==> config.mk <==
export PLATFORM = sky130hd
export DESIGN_NAME = record_mode
export DESIGN_NICKNAME = d
export VERILOG_FILES = /design/src/rtl/record_mode_pkg.sv /design/src/rtl/record_mode_timer.sv /design/src/rtl/record_mode.sv
export SDC_FILE = /design/constraint.sdc
export NUM_CORES = 1
export LEC_CHECK = 0
export ABC_CLOCK_PERIOD_IN_PS = 4900
export CAP_MARGIN = 15
export CORE_UTILIZATION = 35
export CTS_BUF_LIST = sky130_fd_sc_hd__clkbuf_4 sky130_fd_sc_hd__clkbuf_8 sky130_fd_sc_hd__clkbuf_16
export DETAILED_ROUTE_END_ITERATION = 8
export GPL_ROUTABILITY_DRIVEN = 0
export HOLD_SLACK_MARGIN = 0.02
export PLACE_DENSITY_LB_ADDON = 0.25
export SYNTH_ARGS = -nofsm -noshare
export SYNTH_HDL_FRONTEND = slang
export SYNTH_HIERARCHICAL = 1
export SYNTH_SLANG_ARGS = --single-unit
==> constraint.sdc <==
create_clock -name clk -period 4.9 [get_ports clk]
set_input_delay 0.49 -clock clk [delete_from_list [all_inputs] [get_ports clk]]
set_output_delay 0.49 -clock clk [all_outputs]
set_load 0.01 [all_outputs]
==> src/rtl/record_mode_pkg.sv <==
// Shared widths, marker encoding and FSM states for the song recorder.
// Optional feature macro: REC_QUANTIZE_EN (rounds written durations to beats).
package record_mode_pkg;

  localparam int unsigned NOTE_W = 4;
  localparam int unsigned DUR_W  = 26;
  localparam int unsigned ADDR_W = 5;
  localparam int unsigned CNT_W  = ADDR_W + 1;

  localparam logic [NOTE_W-1:0] REST_NOTE = '0;
  localparam logic [NOTE_W-1:0] END_NOTE  = '0;
  localparam logic [DUR_W-1:0]  END_DUR   = '0;
  localparam logic [DUR_W-1:0]  DUR_MAX   = '1;

  typedef enum logic [2:0] {
    ST_IDLE,
    ST_ARMED,
    ST_CAPTURE,
    ST_WRITE,
    ST_TERM
  } state_t;

  function automatic logic [DUR_W-1:0] sat_inc(input logic [DUR_W-1:0] v);
    return (v == DUR_MAX) ? v : v + DUR_W'(1);
  endfunction

endpackage

==> src/rtl/record_mode_timer.sv <==
// Segment timer: saturating cycle counter with restart, plus optional beat quantiser.
// Optional feature macro: REC_QUANTIZE_EN selects the quantised duration output.
module segment_timer
  import record_mode_pkg::*;
`ifdef REC_QUANTIZE_EN
#(
  parameter int unsigned QUANT = 12_500_000
)
`endif
(
  input  logic             clk,
  input  logic             rst,
  input  logic             clear,
  input  logic             restart,
  input  logic             run,
  output logic [DUR_W-1:0] count,
  output logic [DUR_W-1:0] dur
);

  always_ff @(posedge clk) begin
    if (!rst) begin
      count <= '0;
    end else if (clear) begin
      count <= '0;
    end else if (restart) begin
      count <= DUR_W'(1);
    end else if (run) begin
      count <= sat_inc(count);
    end
  end

`ifdef REC_QUANTIZE_EN
  localparam logic [DUR_W-1:0] RES_LAST = DUR_W'(QUANT - 1);
  localparam logic [DUR_W-1:0] RES_HALF = DUR_W'((QUANT + 1) / 2);
  localparam logic [DUR_W-1:0] Q_STEP   = DUR_W'(QUANT);
  localparam int unsigned      PROD_W   = 2 * DUR_W + 1;

  logic [DUR_W-1:0]  beats;
  logic [DUR_W-1:0]  resid;
  logic [DUR_W:0]    rounded;
  logic [PROD_W-1:0] prod;

  // beats*QUANT + resid tracks count without a divider at write time
  always_ff @(posedge clk) begin
    if (!rst || clear) begin
      beats <= '0;
      resid <= '0;
    end else if (restart) begin
      if (QUANT == 1) begin
        beats <= DUR_W'(1);
        resid <= '0;
      end else begin
        beats <= '0;
        resid <= DUR_W'(1);
      end
    end else if (run) begin
      if (resid == RES_LAST) begin
        resid <= '0;
        beats <= sat_inc(beats);
      end else begin
        resid <= resid + DUR_W'(1);
      end
    end
  end

  always_comb begin
    rounded = {1'b0, beats} + (DUR_W + 1)'(resid >= RES_HALF);
    if (rounded == '0) begin
      rounded = (DUR_W + 1)'(1);
    end
    prod = PROD_W'(rounded) * PROD_W'(Q_STEP);
    dur  = (prod > PROD_W'(DUR_MAX)) ? DUR_MAX : prod[DUR_W-1:0];
  end
`else
  assign dur = count;
`endif

endmodule

==> src/rtl/record_mode.sv <==
// Keyboard take recorder: turns held-key segments into {note, duration} song memory writes.
// Optional feature macro: REC_QUANTIZE_EN (quantised durations via segment_timer).
module record_mode
  import record_mode_pkg::*;
#(
  parameter int unsigned DEPTH   = 32,
  parameter int unsigned MIN_DUR = 1_000_000,
  parameter int unsigned QUANT   = 12_500_000
) (
  input  logic              clk,
  input  logic              rst,
  input  logic              key_on,
  input  logic [NOTE_W-1:0] key,
  input  logic              rec_start,
  input  logic              rec_stop,
  output logic              mem_wr_en,
  output logic [ADDR_W-1:0] mem_wr_addr,
  output logic [NOTE_W-1:0] mem_wr_note,
  output logic [DUR_W-1:0]  mem_wr_dur,
  output logic              recording,
  output logic              full,
  output logic [CNT_W-1:0]  note_count
);

  localparam logic [ADDR_W-1:0] LAST_ADDR = ADDR_W'(DEPTH - 1);
  localparam logic [DUR_W-1:0]  MIN_CNT   = DUR_W'(MIN_DUR);

  state_t            state;
  state_t            next_state;
  logic [NOTE_W-1:0] cur;
  logic [NOTE_W-1:0] cur_q;
  logic              seg_end;
  logic              seg_long;
  logic              take_seg;
  logic              tmr_clear;
  logic              tmr_restart;
  logic              tmr_run;
  logic [DUR_W-1:0]  seg_cnt;
  logic [DUR_W-1:0]  seg_dur;
  logic [ADDR_W-1:0] addr_q;
  logic [ADDR_W-1:0] addr_inc;
  logic [CNT_W-1:0]  count_q;
  logic              full_q;
  logic              stop_pend;
  logic [NOTE_W-1:0] wr_note_q;
  logic [DUR_W-1:0]  wr_dur_q;

  assign cur      = key_on ? key : REST_NOTE;
  assign seg_end  = (cur != cur_q);
  assign seg_long = (seg_cnt >= MIN_CNT);
  assign addr_inc = addr_q + ADDR_W'(1);

  // A stop closes the running segment early: only a sounding one is kept, never a trailing rest
  assign take_seg = seg_long && (rec_stop ? (cur_q != REST_NOTE) : seg_end);

`ifdef REC_QUANTIZE_EN
  segment_timer #(.QUANT(QUANT)) u_timer (
`else
  segment_timer u_timer (
`endif
    .clk     (clk),
    .rst     (rst),
    .clear   (tmr_clear),
    .restart (tmr_restart),
    .run     (tmr_run),
    .count   (seg_cnt),
    .dur     (seg_dur)
  );

  always_ff @(posedge clk) begin
    if (!rst) begin
      state <= ST_IDLE;
    end else begin
      state <= next_state;
    end
  end

  always_comb begin
    next_state = state;
    case (state)
      ST_IDLE: begin
        if (rec_start) begin
          next_state = ST_ARMED;
        end
      end
      ST_ARMED: begin
        if (rec_stop) begin
          next_state = ST_TERM;
        end else if (key_on) begin
          next_state = ST_CAPTURE;
        end
      end
      ST_CAPTURE: begin
        if (take_seg) begin
          next_state = ST_WRITE;
        end else if (rec_stop) begin
          next_state = ST_TERM;
        end
      end
      ST_WRITE: begin
        if (addr_inc == LAST_ADDR || stop_pend || rec_stop) begin
          next_state = ST_TERM;
        end else begin
          next_state = ST_CAPTURE;
        end
      end
      ST_TERM: next_state = ST_IDLE;
      default: next_state = ST_IDLE;
    endcase
  end

  // The timer keeps running through WRITE so the segment that just began loses no cycles
  always_comb begin
    tmr_clear   = 1'b0;
    tmr_restart = 1'b0;
    tmr_run     = 1'b0;
    case (state)
      ST_ARMED: tmr_restart = key_on;
      ST_CAPTURE, ST_WRITE: begin
        tmr_run     = 1'b1;
        tmr_restart = seg_end;
      end
      default: tmr_clear = 1'b1;
    endcase
  end

  always_ff @(posedge clk) begin
    if (!rst) begin
      cur_q     <= REST_NOTE;
      addr_q    <= '0;
      count_q   <= '0;
      full_q    <= 1'b0;
      stop_pend <= 1'b0;
      wr_note_q <= '0;
      wr_dur_q  <= '0;
    end else begin
      cur_q <= cur;
      case (state)
        ST_IDLE: begin
          if (rec_start) begin
            addr_q    <= '0;
            count_q   <= '0;
            full_q    <= 1'b0;
            stop_pend <= 1'b0;
          end
        end
        ST_CAPTURE: begin
          if (take_seg) begin
            wr_note_q <= cur_q;
            wr_dur_q  <= seg_dur;
            stop_pend <= rec_stop;
          end
        end
        ST_WRITE: begin
          addr_q  <= addr_inc;
          count_q <= count_q + CNT_W'(1);
          if (addr_inc == LAST_ADDR) begin
            full_q <= 1'b1;
          end
        end
        default: ;
      endcase
    end
  end

  always_comb begin
    mem_wr_en   = 1'b0;
    mem_wr_addr = '0;
    mem_wr_note = END_NOTE;
    mem_wr_dur  = END_DUR;
    case (state)
      ST_WRITE: begin
        mem_wr_en   = 1'b1;
        mem_wr_addr = addr_q;
        mem_wr_note = wr_note_q;
        mem_wr_dur  = wr_dur_q;
      end
      ST_TERM: begin
        mem_wr_en   = 1'b1;
        mem_wr_addr = addr_q;
      end
      default: ;
    endcase
    recording = (state != ST_IDLE);
  end

  assign full       = full_q;
  assign note_count = count_q;

endmodule

==> results of run 1 <==
==> layout by cell type (no fill, tap or decap), drive strengths merged, types with 2 or more instances in the layout <==
master | netlist | layout
a2111oi | 3 | 3
a211oi | 4 | 4
a21boi | 2 | 2
a21oi | 20 | 20
a31oi | 6 | 6
a41o | 2 | 2
and2 | 32 | 32
and3 | 11 | 11
and4 | 3 | 3
buf | 33 | 6
clkbuf | 20 | 14
clkdlybuf4s50 | 0 | 51
clkinv | 0 | 2
dfxtp | 76 | 76
ha | 4 | 4
inv | 12 | 12
nand2 | 63 | 63
nand2b | 2 | 2
nand3 | 45 | 45
nand4 | 15 | 15
nor2 | 39 | 39
nor2b | 10 | 10
nor3 | 11 | 11
nor3b | 2 | 2
nor4 | 5 | 5
o211a | 2 | 2
o21a | 5 | 5
o21ai | 42 | 42
o22ai | 2 | 2
o31ai | 4 | 4
or2 | 2 | 2
or3 | 7 | 7
or4 | 4 | 4
xnor2 | 14 | 14
xor2 | 3 | 3
==> through the flow <==
step           cells  total power (uW)  area, sq um  setup slack, ns
6_report         680              1304         4801            1.871
3_3_place_gp     664             698.6         4522            1.633
3_5_place_dp     664             699.8         4522            1.599
2_1_floorplan    519             681.4         4150            2.690
5_1_grt          680              1358         4801            1.669
4_1_cts          680              1320         4801            1.917
==> layer usage <==
| metal | part of all wire | GRT usage | up-vias |
|---|---|---|---|
| met4 | 0.0049 | 0.05333 | 0 |
| met3 | 0.039 | 0.03663 | 5 |
| met5 | 0 | 0 | - |
| li1 | - | - | 1813 |
| met1 | 0.48 | 0.1905 | 1673 |
| met2 | 0.48 | 0.2439 | 61 |
==> cells by family (layout without fill, tap and decap cells) <==
kind of cell               after synthesis  in the layout  share of synthesized area
adders and majority gates                4              4                    0.01206
buffers and inverters                   67             85                    0.09828
AOI/OAI and AO/OA                      100            100                     0.1664
DFF                                     76             76                     0.3666
and+or+nand+nor                        255            255                     0.3190
xor gates and xnor gates                17             17                    0.03769
==> critical path, cell delays in order <==
cell and delay [ns]:
clkdlybuf4s50_1 0.68, nor4bb_1 0.33, nand2_1 0.10, a32oi_2 0.28
nor2_1 0.07, a31oi_1 0.16, nor2_1 0.09, or3_1 0.70
nor2_1 0.21, a41o_1 0.18
==> area by class of cell <==
type | instances | area [sq um]
Clock buffer | 14 | 269.0
Clock inverter | 2 | 10.01
Multi-Input combinational cell | 376 | 2223
Sequential cell | 76 | 1521
Timing Repair Buffer | 57 | 553.0
Fill cell | 1158 | 6666
Inverter | 12 | 45.04
Tap cell | 143 | 178.9
==> power groups by stage <==
stage	sequential (uW)	combinational, uW	clock [uW]
floorplan	636	45.3	0
global placement	639	59.8	0
detailed placement	639	61.0	0
CTS	625	61.5	633
global route	626	67.7	665
finish	625	61.2	617
==> worst paths after layout <==
check	end	slack, ns	from
max	u_timer/count[22]$_SDFFE_PP0P_	1.87	key_on
max reg2reg	u_timer/count[22]$_SDFFE_PP0P_	2.42	cur_q[3]$_SDFF_PN0_
min	wr_note_q[0]$_SDFFE_PN0P_	0.45	wr_note_q[0]$_SDFFE_PN0P_
min reg2reg	wr_note_q[0]$_SDFFE_PN0P_	0.45	wr_note_q[0]$_SDFFE_PN0P_
==> flip-flops by register name (all words and copies together), names as in the netlist <==
register	count
full	1
stop_pend	1
wr_note_q	4
state	3
note_count	6
cur_q	4
addr_q	5
wr_dur_q	26
u_timer/count	26
==> impl_metrics.toml, run 1 <==
[outcome]
status = "finished, final reports clean"

[synthesis]
synth_enable_flop_cells = 0
synth-seq-area-share = 0.3666
yosysTopAreaCellShare = 0.3666
syn_avg_cell_area_sq_um = 7.997
yosysWarnings = 6
synth_nets = 532
synth_cell_type_count = 59
ys_seq_elements = 76
async_flop_share = 0
synth_area_leaders = "dfxtp_1 37%, nand2_1 5.7%, nand3_1 5.4%"
ys.flop_type = "dfxtp_1"
syn_area_sq_um = 4150
synth_most_common_cell = "dfxtp_1"
synth_area_leader_cell = "dfxtp_1"
syn_inst = 519
ys_top_cells_by_count = "76 x dfxtp_1, 63 x nand2_1, 45 x nand3_1"

[floorplanning]
ios = 53
start_util = 0.3619
dieArea_sq_um = 12300
die-width_microns = 110.9
die_h_microns = 110.9
core_sq_um = 11470
row_count = 39

[min_path]
min_path_cells = 2
min_path_type = "register to register"

[sta]
tns_ns = 0
worst_pin_slew_ns = 0.8881
slew_headroom = 0.4079
slew_viol_final = 0
rsz0062_at_grt = "no"
skew_ns = 0.007711
timing.fmax_ghz = 0.3301
whs_ns = 0.4489
setup_viol = 0
finalCritPeriodShare = 0.6182
period_minus_slack_ns = 3.029
hold_violations = 0

[layout]
antenna-diode-count = 0
area_growth_pct = 15.68
finish.utilization = 0.4187
drive_above_1_share = 0.07263
final_nets = 545

[global_routing]
antenna_found_initial = 0
grt_use_total = 0.1493
grt_pass1_wl_microns = 15210
grt_overflow = 0
grt_pass1_vias = 3181
grt_max_degree = 82

[pwr]
power_frac_clock = 0.474
p_int_uw = 1021
p_per_area_nw_per_um2 = 271.6
pwr-share-comb = 0.047
switchingPower_uw = 283.4
swShare = 0.2174
p_leak_uw = 0.001638
peakVddDrop_v = 0.0001795
pwr-share-seq = 0.480

[worst_setup_path]
critPathLaunchType = "primary input"
cp.arrival_ns = 3.30
cp_max_fo = 22
cp-end-kind = "register"
critical_path_class = "primary input to register"
reg2reg_depth = 9
cp.required_ns = 5.17

[placement]
post-dp-hpwl_microns = 6317
io_buffers = 52

[clock_network]
htree_levels = 3
post_cts_resized = 0
clock_sinks = 76
clock_path_buffers = 2
clock_latency_ns = 0.33
cts_root_buffer = "clkbuf_16"
numCtsBuffers = 9
hold_buffers = 0
post_cts_buffers = 0
tritoncts = "yes"
clkTransAtPathRegs_ns = 0.05

[routing]
routed_via_density = 5.224
routed_wirelength_microns = 9276
ant_nets = 0
initialDrtViolationCount = 276
drc = 0
drt_first_pass_iters = 4
vias = 3552
wire_per_inst_microns = 13.64

[run]
maxCapViolations = 0
Note: power is estimated with default switching activity, not from simulation.
==> run 2, diff against run 1 <==
ABC_CLOCK_PERIOD_IN_PS = 2500   (was 4900)
clock period = 2.5 ns   (was 4.9 ns; I/O delays follow)
==> impl_metrics.toml, run 2 (synthesis results as in run 1) <==
[outcome]
status = "finished, final reports clean"

[routing]
ant_nets = 0
routed_wirelength_microns = 9555
drc = 0
vias = 3648
drt_first_pass_iters = 5
routed_via_density = 5.153
initialDrtViolationCount = 279
wire_per_inst_microns = 13.50

[layout]
stdcell_count = 708
drive_above_1_share = 0.1186
area_growth_pct = 22.58
layout_commonest_cell = "dfxtp_1"
multi_input_area_sq_um = 2223
antenna-diode-count = 0
final_nets = 573
final_cell_mix = "76 x dfxtp_1, 63 x nand2_1, 51 x clkdlybuf4s50_1"
ff_latch_area_sq_um = 1521
fillers = 1132

[clock_network]
cts_root_buffer = "clkbuf_16"
post_cts_resized = 0
clock_latency_ns = 0.34
tritoncts = "yes"
clock_path_buffers = 2
htree_levels = 3
numCtsBuffers = 9
clkTransAtPathRegs_ns = 0.06
post_cts_buffers = 0
clock_sinks = 76
hold_buffers = 0

[floorplanning]
row_count = 39
core_sq_um = 11470
dieArea_sq_um = 12300
die_h_microns = 110.9
start_util = 0.3619
die-width_microns = 110.9
ios = 53

[sta]
whs_ns = 0.2654
finalCritPeriodShare = 0.9149
timing.fmax_ghz = 0.4372
skew_ns = 0.008157
period_minus_slack_ns = 2.287
worst_pin_slew_ns = 0.6688
rsz0062_at_grt = "no"
slew_viol_final = 0
hold_violations = 0
setup_viol = 0
slew_headroom = 0.5500

[worst_setup_path]
path_cells = "nand2_1 > nor2_2 > buf_4 > and2_1 > clkdlybuf4s50_1"
ff2ff_setup_slack_ns = 0.36
slowest_delay_ns = 0.53
r2r-end = "u_timer/count[19]$_SDFFE_PP0P_"
cp.required_ns = 2.25
reg2reg_depth = 7
crit_family = "buffers and inverters"
cp.arrival_ns = 2.04
critPathLaunchType = "register"
cp-end-kind = "output pin"
cp_max_fo = 23
cp_num_buf_inv = 2
critical_path_class = "register to output pin"
rr_startpoint = "u_timer/count[0]$_SDFFE_PP0P_"
slowest_stage = "clkdlybuf4s50_1"

[global_routing]
grt_overflow = 0
antenna_found_initial = 0
grt_pass1_vias = 3547
grt_max_degree = 38
grt_pass1_wl_microns = 16530
grt_use_total = 0.1621

[placement]
dp_cells = 692
post-dp-hpwl_microns = 6864
io_buffers = 52

[min_path]
min_path_type = "primary input to register"
hp-start = "rst"
min_path_cells = 3
holdPathEnd = "wr_dur_q[15]$_SDFFE_PN0P_"

[run]
maxCapViolations = 0

[pwr]
peakVddDrop_v = 0.0003564
p_per_area_nw_per_um2 = 569.8
p_leak_uw = 0.001807
==> run 2: worst max path at each step <==
| stage | start | to | cells past startpoint |
|---|---|---|---|
| 2_1_floorplan | u_timer/count[20]$_SDFFE_PP0P_ | u_timer/count[0]$_SDFFE_PP0P_ | 6 |
| 3_3_place_gp | key_on | u_timer/count[7]$_SDFFE_PP0P_ | 10 |
| 3_5_place_dp | key_on | u_timer/count[7]$_SDFFE_PP0P_ | 10 |
| 4_1_cts | state[0]$_SDFFE_PN0P_ | mem_wr_dur[1] | 5 |
| 5_1_grt | state[1]$_SDFFE_PN0P_ | mem_wr_dur[1] | 5 |
| 6_report | state[0]$_SDFFE_PN0P_ | mem_wr_dur[9] | 5 |
==> run 2: cell type report <==
type	instances	area share
inverter	12	0.008854
sequential	76	0.2991
tap	143	0.03517
timing repair buffer	85	0.1500
multi-input combinational	376	0.4370
clock buffer	12	0.05116
clock inverter	4	0.01869
==> run 2: stage by stage <==
stage / TNS (ns) / util / setup slack (ns) / instance area, sq um / power [uW]
after floorplan: 0 / - / 0.4608 / 4150 / 1336
after global placement: 0 / 0.4127 / 0.03086 / 4732 / 1386
after detailed placement: -0.003384 / 0.4127 / -0.003384 / 4732 / 1388
after CTS: 0 / 0.4436 / 0.2002 / 5087 / 2935
after global routing: 0 / 0.4436 / 0.06419 / 5087 / 2995
final: 0 / 0.4436 / 0.2127 / 5087 / 2899
==> run 2: power by group <==
part	internal [uW]	switching (uW)	total, uW
Combinational	56.3	80.0	136
Clock	1040	498	1540
Sequential	1220	9.12	1230
Total	2310	587	2900
==> run 2: routing by layer <==
metal  global-route usage  routed length [microns]
met2               0.2766                     4572
met3              0.03554                      341
met1               0.1993                     4487
met4              0.05956                      154
met5                    0                        0
==> run 2: worst reg2reg max path, stage by stage (launching register included) <==
cell and delay (ns):
dfxtp_1 0.44, ha_1 0.24, nand4_1 0.15, or3_1 0.40
o31ai_4 0.37, buf_4 0.22, nor4_1 0.06, o21a_1 0.17
==> run 3, diff against run 2 <==
ABC_CLOCK_PERIOD_IN_PS = 2000   (was 2500)
clock period = 2 ns   (was 2.5 ns; I/O delays follow)
==> impl_metrics.toml, run 3 (synthesis results as in run 1) <==
[layout]
design_area_sq_um = 6048
layout_commonest_cell = "buf_4"
antenna-diode-count = 0
drive_above_1_share = 0.2994
final_nets = 627
final_cell_mix = "68 x buf_4, 66 x dfxtp_1, 62 x nand2_1"
area_growth_pct = 45.73

[run]
maxCapViolations = 0

[routing]
vias = 3915
drt_first_pass_iters = 4
ant_nets = 0
routed_via_density = 5.145
initialDrtViolationCount = 225
routed_wirelength_microns = 10850
wire_per_inst_microns = 14.26
drc = 0

[min_path]
holdPathEnd = "cur_q[1]$_SDFF_PN0_"
min_path_type = "primary input to register"
min_path_cells = 2
hp-start = "key[1]"

[sta]
setup_viol = 2
hold_violations = 0
slew_headroom = 0.6108
period_minus_slack_ns = 2.012
worst_slack_ns = -0.01228
timing.fmax_ghz = 0.4970
tns_ns = -0.02154
slew_viol_final = 0
skew_ns = 0.005017
rsz0062_at_grt = "yes"
finalCritPeriodShare = 1.006
whs_ns = 0.2134
worst_pin_slew_ns = 0.5774

[worst_setup_path]
rr_startpoint = "cur_q[0]$_SDFF_PN0_"
reg2reg_depth = 9
critPathLaunchType = "primary input"
critical_path_class = "primary input to register"
cp-end-kind = "register"
critPathLaunch = "key[3]"
cp.arrival_ns = 2.28
r2r-end = "u_timer/count[6]$_SDFFE_PP0P_"
cp_max_fo = 7
cp.required_ns = 2.26
ff2ff_setup_slack_ns = -0.01

[floorplanning]
die_h_microns = 110.9
start_util = 0.3619
dieArea_sq_um = 12300
row_count = 39
die-width_microns = 110.9
core_sq_um = 11470
ios = 53

[global_routing]
grt_use_total = 0.1655
grt_overflow = 0
grt_pass1_vias = 3640
antenna_found_initial = 0
grt_pass1_wl_microns = 16940
grt_max_degree = 81

[placement]
post-dp-hpwl_microns = 7147
io_buffers = 52
post-place-ws_ns = -0.5834
dpl_cell_area_sq_um = 5039

[pwr]
p_per_area_nw_per_um2 = 544.2
peakVddDrop_v = 0.0003953
p_leak_uw = 0.002793

[clock_network]
htree_levels = 3
numCtsBuffers = 9
cts_root_buffer = "clkbuf_16"
clock_path_buffers = 2
clock_latency_ns = 0.33
tritoncts = "yes"
hold_buffers = 0
clock_sinks = 76
clkTransAtPathRegs_ns = 0.06

[outcome]
violations = "setup timing"
status = "finished with violations"
-- run 3: repair_timing --
item,CTS,global route
cloned,0,7
hold endpoints to repair,0,0
resized for setup,40,129
setup buffers,1,7
pin swaps,9,38
endpoints found under the setup margin,64,88
-- run 3: worst max-delay path by stage --
| stage | endpoint | slack [ns] | cells past startpoint |
|---|---|---|---|
| 2_1_floorplan | u_timer/count[0]$_SDFFE_PP0P_ | -0.004 | 6 |
| 3_3_place_gp | u_timer/count[7]$_SDFFE_PP0P_ | -0.52 | 10 |
| 3_5_place_dp | u_timer/count[7]$_SDFFE_PP0P_ | -0.58 | 10 |
| 4_1_cts | u_timer/count[23]$_SDFFE_PP0P_ | -0.12 | 12 |
| 5_1_grt | u_timer/count[23]$_SDFFE_PP0P_ | -0.13 | 12 |
| 6_report | u_timer/count[6]$_SDFFE_PP0P_ | -0.01 | 10 |
-- run 3: stage by stage --
step	util	std cells	power, uW
after floorplan	-	519	1670
after global placement	0.4394	731	1747
after detailed placement	0.4394	731	1750
after CTS	0.4747	747	3291
after global routing	0.5274	761	3415
final	0.5274	761	3292
-- run 3: layout make-up --
type,count,area [sq um]
fillers,1012,5419
multi-input cells,376,2570
flip-flops and latches,76,1541
repair buffers,139,1435
clock buffers,13,267.8
well taps,143,178.9
inverters,12,45.04
clock inverters,2,10.01
-- run 3: report_power, final --
part / leakage [uW] / total (uW) / internal [uW] / switching (uW)
clock: 0.000142 / 1530 / 925 / 605
combinational: 0.00203 / 235 / 107 / 128
sequential: 0.000618 / 1530 / 1520 / 8.09
total: 0.00279 / 3290 / 2550 / 741
-- run 3: routing by layer --
metal	wire [microns]	global-route usage
met1	5111	0.2105
met3	323	0.03718
met2	5319	0.2762
met5	0	0
met4	98	0.05422
-- run 3: critical path, cell delays in order --
cell	delay, ns
clkdlybuf4s50_1	0.52
xnor2_1	0.14
nand4_1	0.13
a32oi_2	0.27
nor2_1	0.07
a31oi_1	0.14
nor2_1	0.08
or3_4	0.41
clkbuf_16	0.20
a21oi_2	0.10
